### src/rtl/model_sb_pkg.sv
// Shared record layout and mismatch-code bit positions for the model-vs-DUT scoreboard.
package model_sb_pkg;

  localparam int RESULT_W = 3;
  localparam int ADDR_W   = 5;
  localparam int ERR_W    = 4;

  localparam int ERR_RESULT = 0;
  localparam int ERR_WEN    = 1;
  localparam int ERR_ADDR   = 2;
  localparam int ERR_DATA   = 3;

  // Record header; rd_data (XLEN wide) is appended below it as the low bits.
  typedef struct packed {
    logic [RESULT_W-1:0] result;
    logic                rd_wen;
    logic [ADDR_W-1:0]   rd_addr;
  } rec_hdr_t;

  localparam int HDR_W = $bits(rec_hdr_t);

endpackage

### src/rtl/model_sb_fifo.sv
// Synchronous FIFO of DEPTH records; a push to a full FIFO is dropped unless a pop frees a slot.
module model_sb_fifo #(
  parameter int W     = 41,
  parameter int DEPTH = 8
) (
  input  logic         g_clk,
  input  logic         g_resetn,
  input  logic         push_i,
  input  logic [W-1:0] wdata_i,
  input  logic         pop_i,
  output logic [W-1:0] rdata_o,
  output logic         full_o,
  output logic         empty_o
);

  localparam int AW = $clog2(DEPTH);

  logic [W-1:0]  mem_q [DEPTH];
  logic [AW-1:0] wptr_q, rptr_q;
  logic [AW:0]   cnt_q;
  logic          do_push, do_pop;

  assign full_o  = (cnt_q == (AW+1)'(DEPTH));
  assign empty_o = (cnt_q == '0);
  assign do_pop  = pop_i && !empty_o;
  assign do_push = push_i && (!full_o || do_pop);
  assign rdata_o = mem_q[rptr_q];

  always_ff @(posedge g_clk) begin
    if (!g_resetn) begin
      wptr_q <= '0;
      rptr_q <= '0;
      cnt_q  <= '0;
    end else begin
      if (do_push) wptr_q <= wptr_q + 1'b1;
      if (do_pop)  rptr_q <= rptr_q + 1'b1;
      case ({do_push, do_pop})
        2'b10:   cnt_q <= cnt_q + 1'b1;
        2'b01:   cnt_q <= cnt_q - 1'b1;
        default: cnt_q <= cnt_q;
      endcase
    end
  end

  // Storage carries no reset; only pointers and count define validity.
  always_ff @(posedge g_clk) begin
    if (do_push) mem_q[wptr_q] <= wdata_i;
  end

endmodule

### src/rtl/model_scoreboard.sv
// In-order DUT/GRM writeback comparator with counters and sticky error flags.
// Optional feature: define MODEL_SB_HALT_EN to freeze comparison after the first mismatch.
module model_scoreboard
  import model_sb_pkg::*;
#(
  parameter int XLEN    = 32,
  parameter int DEPTH   = 8,
  parameter int CW      = 16,
  parameter int TIMEOUT = 256
) (
  input  logic                g_clk,
  input  logic                g_resetn,
  input  logic                dut_in_valid,
  input  logic                dut_out_valid,
  input  logic [RESULT_W-1:0] dut_result,
  input  logic                dut_rd_wen,
  input  logic [ADDR_W-1:0]   dut_rd_addr,
  input  logic [XLEN-1:0]     dut_rd_data,
  input  logic                grm_out_valid,
  input  logic [RESULT_W-1:0] grm_result,
  input  logic                grm_rd_wen,
  input  logic [ADDR_W-1:0]   grm_rd_addr,
  input  logic [XLEN-1:0]     grm_rd_data,
  output logic                chk_valid,
  output logic                chk_err,
  output logic [ERR_W-1:0]    chk_err_code,
  output logic [CW-1:0]       match_count,
  output logic [CW-1:0]       err_count,
  output logic [CW-1:0]       outstanding,
  output logic                dut_ovf,
  output logic                grm_ovf,
  output logic                spurious,
  output logic                timeout,
  output logic                halted
);

  localparam int REC_W = HDR_W + XLEN;
  localparam int IW    = $clog2(TIMEOUT + 1);

  function automatic logic [CW-1:0] sat_inc(input logic [CW-1:0] v);
    return (v == '1) ? v : v + 1'b1;
  endfunction

  logic [REC_W-1:0] dut_rec, grm_rec, dut_head, grm_head;
  logic             dut_full, dut_empty, grm_full, grm_empty;
  rec_hdr_t         dut_hdr, grm_hdr;
  logic             compare;
  logic [ERR_W-1:0] code;

  logic             chk_valid_q, chk_valid_d;
  logic [ERR_W-1:0] chk_code_q, chk_code_d;
  logic [CW-1:0]    match_q, match_d, err_q, err_d, outst_q, outst_d;
  logic [IW-1:0]    idle_q, idle_d;
  logic             dovf_q, dovf_d, govf_q, govf_d, spur_q, spur_d;
  logic             tmo_q, tmo_d, halted_q, halted_d;

  assign dut_rec = {dut_result, dut_rd_wen, dut_rd_addr, dut_rd_data};
  assign grm_rec = {grm_result, grm_rd_wen, grm_rd_addr, grm_rd_data};

  model_sb_fifo #(.W(REC_W), .DEPTH(DEPTH)) u_dut_fifo (
    .g_clk    (g_clk),
    .g_resetn (g_resetn),
    .push_i   (dut_out_valid),
    .wdata_i  (dut_rec),
    .pop_i    (compare),
    .rdata_o  (dut_head),
    .full_o   (dut_full),
    .empty_o  (dut_empty)
  );

  model_sb_fifo #(.W(REC_W), .DEPTH(DEPTH)) u_grm_fifo (
    .g_clk    (g_clk),
    .g_resetn (g_resetn),
    .push_i   (grm_out_valid),
    .wdata_i  (grm_rec),
    .pop_i    (compare),
    .rdata_o  (grm_head),
    .full_o   (grm_full),
    .empty_o  (grm_empty)
  );

  assign dut_hdr = dut_head[REC_W-1 -: HDR_W];
  assign grm_hdr = grm_head[REC_W-1 -: HDR_W];
  assign compare = !dut_empty && !grm_empty && !halted_q;

  // Address/data only matter when the reference actually writes a register.
  always_comb begin
    code             = '0;
    code[ERR_RESULT] = (dut_hdr.result != grm_hdr.result);
    code[ERR_WEN]    = (dut_hdr.rd_wen != grm_hdr.rd_wen);
    if (grm_hdr.rd_wen) begin
      code[ERR_ADDR] = (dut_hdr.rd_addr != grm_hdr.rd_addr);
      code[ERR_DATA] = (dut_head[XLEN-1:0] != grm_head[XLEN-1:0]);
    end
  end

  always_comb begin
    chk_valid_d = compare;
    chk_code_d  = compare ? code : '0;
    match_d     = match_q;
    err_d       = err_q;
    if (compare) begin
      if (|code) err_d   = sat_inc(err_q);
      else       match_d = sat_inc(match_q);
    end

    outst_d = outst_q;
    spur_d  = spur_q | (dut_out_valid && (outst_q == '0));
    if (dut_in_valid && !dut_out_valid)
      outst_d = sat_inc(outst_q);
    else if (!dut_in_valid && dut_out_valid && (outst_q != '0))
      outst_d = outst_q - 1'b1;

    idle_d = idle_q;
    if (dut_out_valid || (outst_q == '0)) idle_d = '0;
    else if (idle_q != IW'(TIMEOUT))      idle_d = idle_q + 1'b1;
    tmo_d = tmo_q | (idle_d == IW'(TIMEOUT));

    dovf_d = dovf_q | (dut_out_valid && dut_full && !compare);
    govf_d = govf_q | (grm_out_valid && grm_full && !compare);

`ifdef MODEL_SB_HALT_EN
    halted_d = halted_q | (compare && (|code));
`else
    halted_d = 1'b0;
`endif
  end

  always_ff @(posedge g_clk) begin
    if (!g_resetn) begin
      chk_valid_q <= 1'b0;
      chk_code_q  <= '0;
      match_q     <= '0;
      err_q       <= '0;
      outst_q     <= '0;
      idle_q      <= '0;
      dovf_q      <= 1'b0;
      govf_q      <= 1'b0;
      spur_q      <= 1'b0;
      tmo_q       <= 1'b0;
      halted_q    <= 1'b0;
    end else begin
      chk_valid_q <= chk_valid_d;
      chk_code_q  <= chk_code_d;
      match_q     <= match_d;
      err_q       <= err_d;
      outst_q     <= outst_d;
      idle_q      <= idle_d;
      dovf_q      <= dovf_d;
      govf_q      <= govf_d;
      spur_q      <= spur_d;
      tmo_q       <= tmo_d;
      halted_q    <= halted_d;
    end
  end

  assign chk_valid    = chk_valid_q;
  assign chk_err_code = chk_code_q;
  assign chk_err      = |chk_code_q;
  assign match_count  = match_q;
  assign err_count    = err_q;
  assign outstanding  = outst_q;
  assign dut_ovf      = dovf_q;
  assign grm_ovf      = govf_q;
  assign spurious     = spur_q;
  assign timeout      = tmo_q;
  assign halted       = halted_q;

endmodule

### config.mk
export PLATFORM = sky130hd
export DESIGN_NAME = model_scoreboard
export DESIGN_NICKNAME = d
export VERILOG_FILES = /design/src/rtl/model_sb_pkg.sv /design/src/rtl/model_sb_fifo.sv /design/src/rtl/model_scoreboard.sv
export SDC_FILE = /design/constraint.sdc
export NUM_CORES = 1
export LEC_CHECK = 0
export CAP_MARGIN = 20
export CORE_ASPECT_RATIO = 1.4
export CORE_UTILIZATION = 54
export DETAILED_ROUTE_END_ITERATION = 10
export PLACE_DENSITY = 0.75
export SETUP_SLACK_MARGIN = 0.5
export SLEW_MARGIN = 25
export SYNTH_ARGS = -nofsm -noshare
export SYNTH_HDL_FRONTEND = slang
export SYNTH_SLANG_ARGS = --single-unit
### constraint.sdc
create_clock -name g_clk -period 4.4 [get_ports g_clk]
set_input_delay 0.88 -clock g_clk [delete_from_list [all_inputs] [get_ports g_clk]]
set_output_delay 0.88 -clock g_clk [all_outputs]
set_load 0.02 [all_outputs]
==> metrics.cfg, run 1 <==
[sta]
hold_viol=0
report.final.slew_viol_count=0
final.setup_skew_ps=19.7
slew-limit-headroom_pct=32.2
setup_slack_ps=650
finalSetupViolations=0
fmax_mhz=267
setup_tns_ps=0
holdWs_ps=472
period_share_pct=85.2
fin_crit_ps=3750
rsz0062_at_grt=false
worst_slew_pin_slew_ps=1010

[placed_design]
dp_hpwl_um=37700
io_buffers=144
gp_congestion=0.873
dp_slack_ps=511

[worst_setup_path]
r2r_slack_ps=650
endpoint_kind=flop
critPathArrivalTime_ps=4270
required_ps=4920
cp_max_fo=30
startpoint_type=flop
critPathKind=flop to flop
worstRegToRegCells=11

[clock_tree]
cts_hold_buffers=0
root_buffer=clkbuf_16
cts_made_buffers=71
cts_tree=done
clock-sinks=748
clock_latency_ps=600
cts_resized=0
post_cts_buffers=0
cts_max_level=3
clkTransAtPathRegs_ps=60
cts_max_path_buffers=3

[global_route]
antenna_found_initial=4
grt_max_degree=49
grt_pass1_wl_um=94500
gr-usage-all-layers_pct=22.4
grt_overflow_total=0
grt_pass1_vias=15994

[power_and_ir_drop]
power_density_mw_per_mm2=507
ir_worst_vdd_v=0.000259
leakagePower_nw=11.0

[synth]
synth-compound-area-share_pct=2.20
synth_flop_cell=edfxtp_1
synth-edff-count=656
avgSynthCellArea_um2=18.9
ys_seq_area_share_pct=71.3
ys_ff_latch=748
netlist_instances=1603
synth_xor_area_share_pct=2.06
synth_top_family_by_area=multiplexers
ys_warn_count=0
async_flop_share_pct=0
syn_nets=1721
synth_cell_types=60
synthMuxAreaShare_pct=16.3
syn_area_mm2=0.0302
synthAdderAreaFrac_pct=1.36
synth-simple-area-share_pct=4.76

[min_path]
min_path_cells=2
hp-class=flop to flop

[layout]
final_util_pct=63.2
fin_nets=1927
area_growth_pct=15.6
final_cell_mix=edfxtp_1 (656), clkdlybuf4s50_1 (144), mux4_2 (139)
layout_commonest_cell=edfxtp_1
nFillCells=3771
drive_gt1_share_pct=17.8

[route]
wirelength_um=62400
drtPass1Iterations=6
vias=15380
antenna_left=0
drc=0
drt-initial-drc-count=1313
wl_per_cell_um=24.1
viasPerCell=5.94

[die]
io_pins=146
start_util_pct=54.7
die_w_um=202
fp.dieArea_mm2=0.0569
core_area_mm2=0.0553
rows=102
die_y_um=282

[status]
run_status=finished, final reports clean

[job]
drv_cap=0

cell usage after synthesis, types with 6 or more instances:
library cell  instances  share of area, %
mux4_2              139                10
mux4_1               25               2.2
or4_1                 7              0.17
mux2i_1             114               3.8
nor2_1               76              0.94
o21ai_0              12              0.20
xor2_1               19              0.55
buf_6                16              0.60
nand2_1              51              0.63
and3_1                9              0.19
edfxtp_1            656                65
buf_12                6              0.40
nand4_1              17              0.35
a21oi_1              40              0.66
nor4_1               12              0.25
buf_4                 6              0.15
dfxtp_1              92               6.1
clkbuf_1             16              0.20
inv_1                18              0.22
or3_1                 8              0.17
buf_2                22              0.36
nor3_1               24              0.40
nand2b_1             30              0.62
nand3_1              29              0.48
ha_1                 28               1.2
a21o_1                6              0.15
xnor2_1              52               1.5
o31ai_1               8              0.20
per-layer routing:
layer  vias up  global-route usage [%]  part of all wire, %
li1       6878                       -                    -
met1      7950                    26.5                   38
met2       440                    40.3                   53
met3       104                    4.07                  5.1
met4         8                    9.03                  3.5
met5         -                       0                0.088
registers in the layout (all words and copies together) (netlist names), 4 cells and up, named ones only:
signal,cells
u_dut_fifo.mem_q,328
u_grm_fifo.mem_q,328
err_count,16
match_count,16
outstanding,16
idle_q,9
chk_err_code,4
u_dut_fifo.cnt_q,4
u_grm_fifo.cnt_q,4
final timing paths:
kind,start,to
max,flop,match_count[4]$_SDFFE_PN0P_
min,spurious$_SDFF_PN0_,spurious$_SDFF_PN0_
max reg2reg,flop,match_count[4]$_SDFFE_PN0P_
min reg2reg,spurious$_SDFF_PN0_,spurious$_SDFF_PN0_
area by class of cell:
class / instances / area, µm² / share of cell area, %
Timing Repair Buffer: 203 / 2020 / 5.79
Sequential cell: 748 / 21600 / 61.7
Inverter: 19 / 71.3 / 0.204
Clock buffer: 89 / 1870 / 5.34
Antenna cell: 1 / 2.50 / 0.00716
Clock inverter: 36 / 290 / 0.831
Multi-Input combinational cell: 766 / 8230 / 23.5
Tap cell: 728 / 911 / 2.61
stage by stage:
step	total power [W]	area [µm²]	cells
CTS	0.0179	34900	2589
floorplan	0.0110	30200	1603
finish	0.0177	35000	2590
global route	0.0184	34900	2589
global placement	0.0121	32800	2464
detailed placement	0.0122	32800	2464
report_power, final:
group          switching, W  internal, W
logic               0.00196      0.00169
registers          0.000298      0.00809
clock network       0.00250      0.00320
total               0.00476       0.0130
logic make-up (layout without fill, tap and decap cells):
family	Yosys count	in the layout
multiplexers	279	279
other	1	2
flip-flops	748	748
XOR/XNOR	71	71
adder cells (fa/ha/maj)	31	31
AND/OR/NAND/NOR	282	282
buffers and inverters	89	347
AO/OA/AOI/OAI	102	102
critical path, stage by stage (launching register included):
cell,delay (ps)
dfxtp_4,580
buf_4,370
mux4_2,540
mux2i_1,480
xnor2_1,200
nand4_1,130
nor4_2,210
buf_4,190
a31oi_2,110
buf_12,190
or4_1,480
a21oi_1,150
No activity file was read; power rests on OpenSTA's default activity.
==> run 2, diff against run 1 <==
--- a/config.mk
+++ b/config.mk
@@ -6,10 +6,12 @@
 export NUM_CORES = 1
 export LEC_CHECK = 0
 export CAP_MARGIN = 20
+export CELL_PAD_IN_SITES_DETAIL_PLACEMENT = 0
+export CELL_PAD_IN_SITES_GLOBAL_PLACEMENT = 1
 export CORE_ASPECT_RATIO = 1.4
-export CORE_UTILIZATION = 54
+export CORE_UTILIZATION = 47
 export DETAILED_ROUTE_END_ITERATION = 10
-export PLACE_DENSITY = 0.75
+export PLACE_DENSITY_LB_ADDON = 0.1
 export SETUP_SLACK_MARGIN = 0.5
 export SLEW_MARGIN = 25
 export SYNTH_ARGS = -nofsm -noshare
==> run 2 against run 1 <==
Net effect:
- non-clock buffer count grew 3
- cell count grew 4.5%
- count of clock-buffer cells in the layout grew 1
- utilization down 7.3 points
- total power rose by 2.7%
- via count shrank 1.6%
- maximum frequency increased by 1.7%
- wire length grew 4.2%
- first-iteration DRC count decreased by 20%
==> metrics.cfg, run 2 (synthesis gave the netlist of run 1 again) <==
[worst_setup_path]
endpoint=match_count[10]$_SDFFE_PN0P_
endpoint_kind=flop
critPathArrivalTime_ps=4220  ; -50 ps
r2r_slack_ps=710  ; +60 ps
cpMostUsedCell=buf_4
slowest_stage=dfxtp_4
startpoint_type=flop
crit_chain=buf_4 -> mux2i_1 -> xnor2_1 -> nand4_1 -> nor4_2 -> buf_4 -> a31oi_2 -> buf_12 -> or4_1 -> a21oi_1
required_ps=4930  ; about the same
cp_max_fo=30  ; unchanged
critPathKind=flop to flop
worstRegToRegCells=10  ; -1
slowest_delay_ps=660  ; +80 ps
r2r-end=match_count[10]$_SDFFE_PN0P_

[clock_tree]
cts_made_buffers=75  ; +5.6%
cts_max_path_buffers=3  ; unchanged
clock-sinks=748  ; unchanged
clkTransAtPathRegs_ps=60  ; about the same
cts_max_level=3  ; unchanged
clock_latency_ps=630  ; +30 ps
root_buffer=clkbuf_16
cts_tree=done
cts_hold_buffers=0  ; unchanged

[status]
run_status=finished, final reports clean

[placed_design]
place_inst=2561  ; +3.9%
gp_congestion=0.787  ; -9.9%
dp_hpwl_um=38700  ; +2.8%
io_buffers=144  ; unchanged

[die]
io_pins=146  ; unchanged
rows=109  ; +6.9%
start_util_pct=47.7  ; -7.0 points
die_w_um=216  ; +7.1%
fp.dieArea_mm2=0.0653  ; +15%
die_y_um=302  ; +7.1%
core_area_mm2=0.0634  ; +15%

[layout]
final_cell_mix=edfxtp_1 (656), clkdlybuf4s50_1 (143), mux4_2 (139)
area_growth_pct=17.4
top_regs=u_dut_fifo.mem_q (328), u_grm_fifo.mem_q (328)
nFillCells=4958  ; +31%
fin_nets=1934  ; +0.36%
n_antenna_cell=0  ; -1
layout_commonest_cell=edfxtp_1
regArea_mm2=0.0216  ; unchanged
multi_input_comb_area_mm2=0.00823  ; about the same
drive_gt1_share_pct=18.5  ; +0.67 points
stdcell_count=2707  ; +4.5%

[route]
drc=0  ; unchanged
wl_per_cell_um=24.0  ; -0.33%
vias=15136  ; -1.6%
wirelength_um=65000  ; +4.2%
drtPass1Iterations=5  ; -1
drt-initial-drc-count=1046  ; -20%
viasPerCell=5.59  ; -5.8%
antenna_left=0  ; unchanged

[sta]
setup_tns_ps=0  ; unchanged
slew-limit-headroom_pct=45.3  ; +13 points
hold_viol=0  ; unchanged
report.final.slew_viol_count=0  ; unchanged
finalSetupViolations=0  ; unchanged
fmax_mhz=271  ; +1.7%
worst_slew_pin_slew_ps=819  ; -194 ps
rsz0062_at_grt=false
final.setup_skew_ps=26.9  ; +7.26 ps
period_share_pct=83.8  ; -1.4 points
fin_crit_ps=3690  ; -61.4 ps

[global_route]
grt_pass1_wl_um=97600  ; +3.2%
grt_max_degree=49  ; unchanged
antenna_found_initial=6  ; +2
gr-usage-all-layers_pct=20.4  ; -2.0 points
grt_pass1_vias=15731  ; -1.6%
grt_overflow_total=0  ; unchanged

[power_and_ir_drop]
leakagePower_nw=11.2  ; +1.5%
ir_worst_vdd_v=0.000349  ; +35%
power_density_mw_per_mm2=513  ; +1.2%

[job]
drv_cap=0  ; unchanged

[min_path]
hp-class=flop to flop
hold_start=dut_ovf$_SDFF_PN0_

-- run 2: changes by cell type in the layout (fill, tap and decap cells not counted), sizes merged --
| cell | before | now |
|---|---|---|
| diode | 1 | 0 |
| clkdlybuf4s50 | 144 | 143 |
| clkbuf | 89 | 90 |
| clkinv | 27 | 29 |
| inv | 21 | 27 |
| bufinv | 3 | 5 |
| buf | 59 | 63 |
-- run 2: power by group --
part / internal (W) / switching (W)
sequential: 0.00809 / 0.000324
combinational: 0.00170 / 0.00195
clock: 0.00350 / 0.00265
total: 0.0133 / 0.00493
-- run 2: what timing repair did --
| item | in CTS | in global routing |
|---|---|---|
| setup endpoints to repair | 5 | 11 |
| buffers inserted | 0 | 10 |
| resized for setup | 1 | 2 |
| endpoints found under the hold margin | 0 | 0 |
-- run 2: worst min path at each step --
stage / cells past startpoint / endpoint
after floorplan: 2 / u_dut_fifo.wptr_q[0]$_SDFFE_PN0P_
after global placement: 2 / dut_ovf$_SDFF_PN0_
after detailed placement: 2 / dut_ovf$_SDFF_PN0_
after CTS: 2 / dut_ovf$_SDFF_PN0_
after global routing: 2 / u_dut_fifo.wptr_q[0]$_SDFFE_PN0P_
final: 2 / dut_ovf$_SDFF_PN0_
-- run 2: per-layer routing --
layer / wire [µm] / vias to the layer above / track usage (%)
met5: 79 / - / 0
met4: 1600 / 12 / 7.28
met3: 2700 / 101 / 3.45
met2: 34600 / 327 / 36.7
met1: 26000 / 7769 / 24.6
li1: - / 6927 / -
-- run 2: critical path, delay by kind of cell (launching register included) --
kind	cells	cell delay [ps]
AO/OA/AOI/OAI	2	270
XOR/XNOR	1	200
buffers and inverters	3	880
flip-flops	1	660
multiplexers	1	560
AND/OR/NAND/NOR	3	980
-- run 2: metrics by stage --
step                setup slack (ps)  area [µm²]  hold slack [ps]  total power, W  utilization (%)
floorplan                       1010       30200              462          0.0110                -
global placement                 418       33000              447          0.0122             52.1
detailed placement               438       33000              467          0.0123             52.1
CTS                              516       35400              485          0.0185             55.8
global route                     506       35500              511          0.0190             55.9
finish                           712       35500              485          0.0182             55.9
-- run 2: layout make-up --
cell class | count | area share (%)
clock buffer | 90 | 5.54
clock inverter | 46 | 1.12
inverter | 19 | 0.201
multi-input combinational | 766 | 23.2
sequential | 748 | 60.8
tap | 832 | 2.93
timing repair buffer | 206 | 6.24
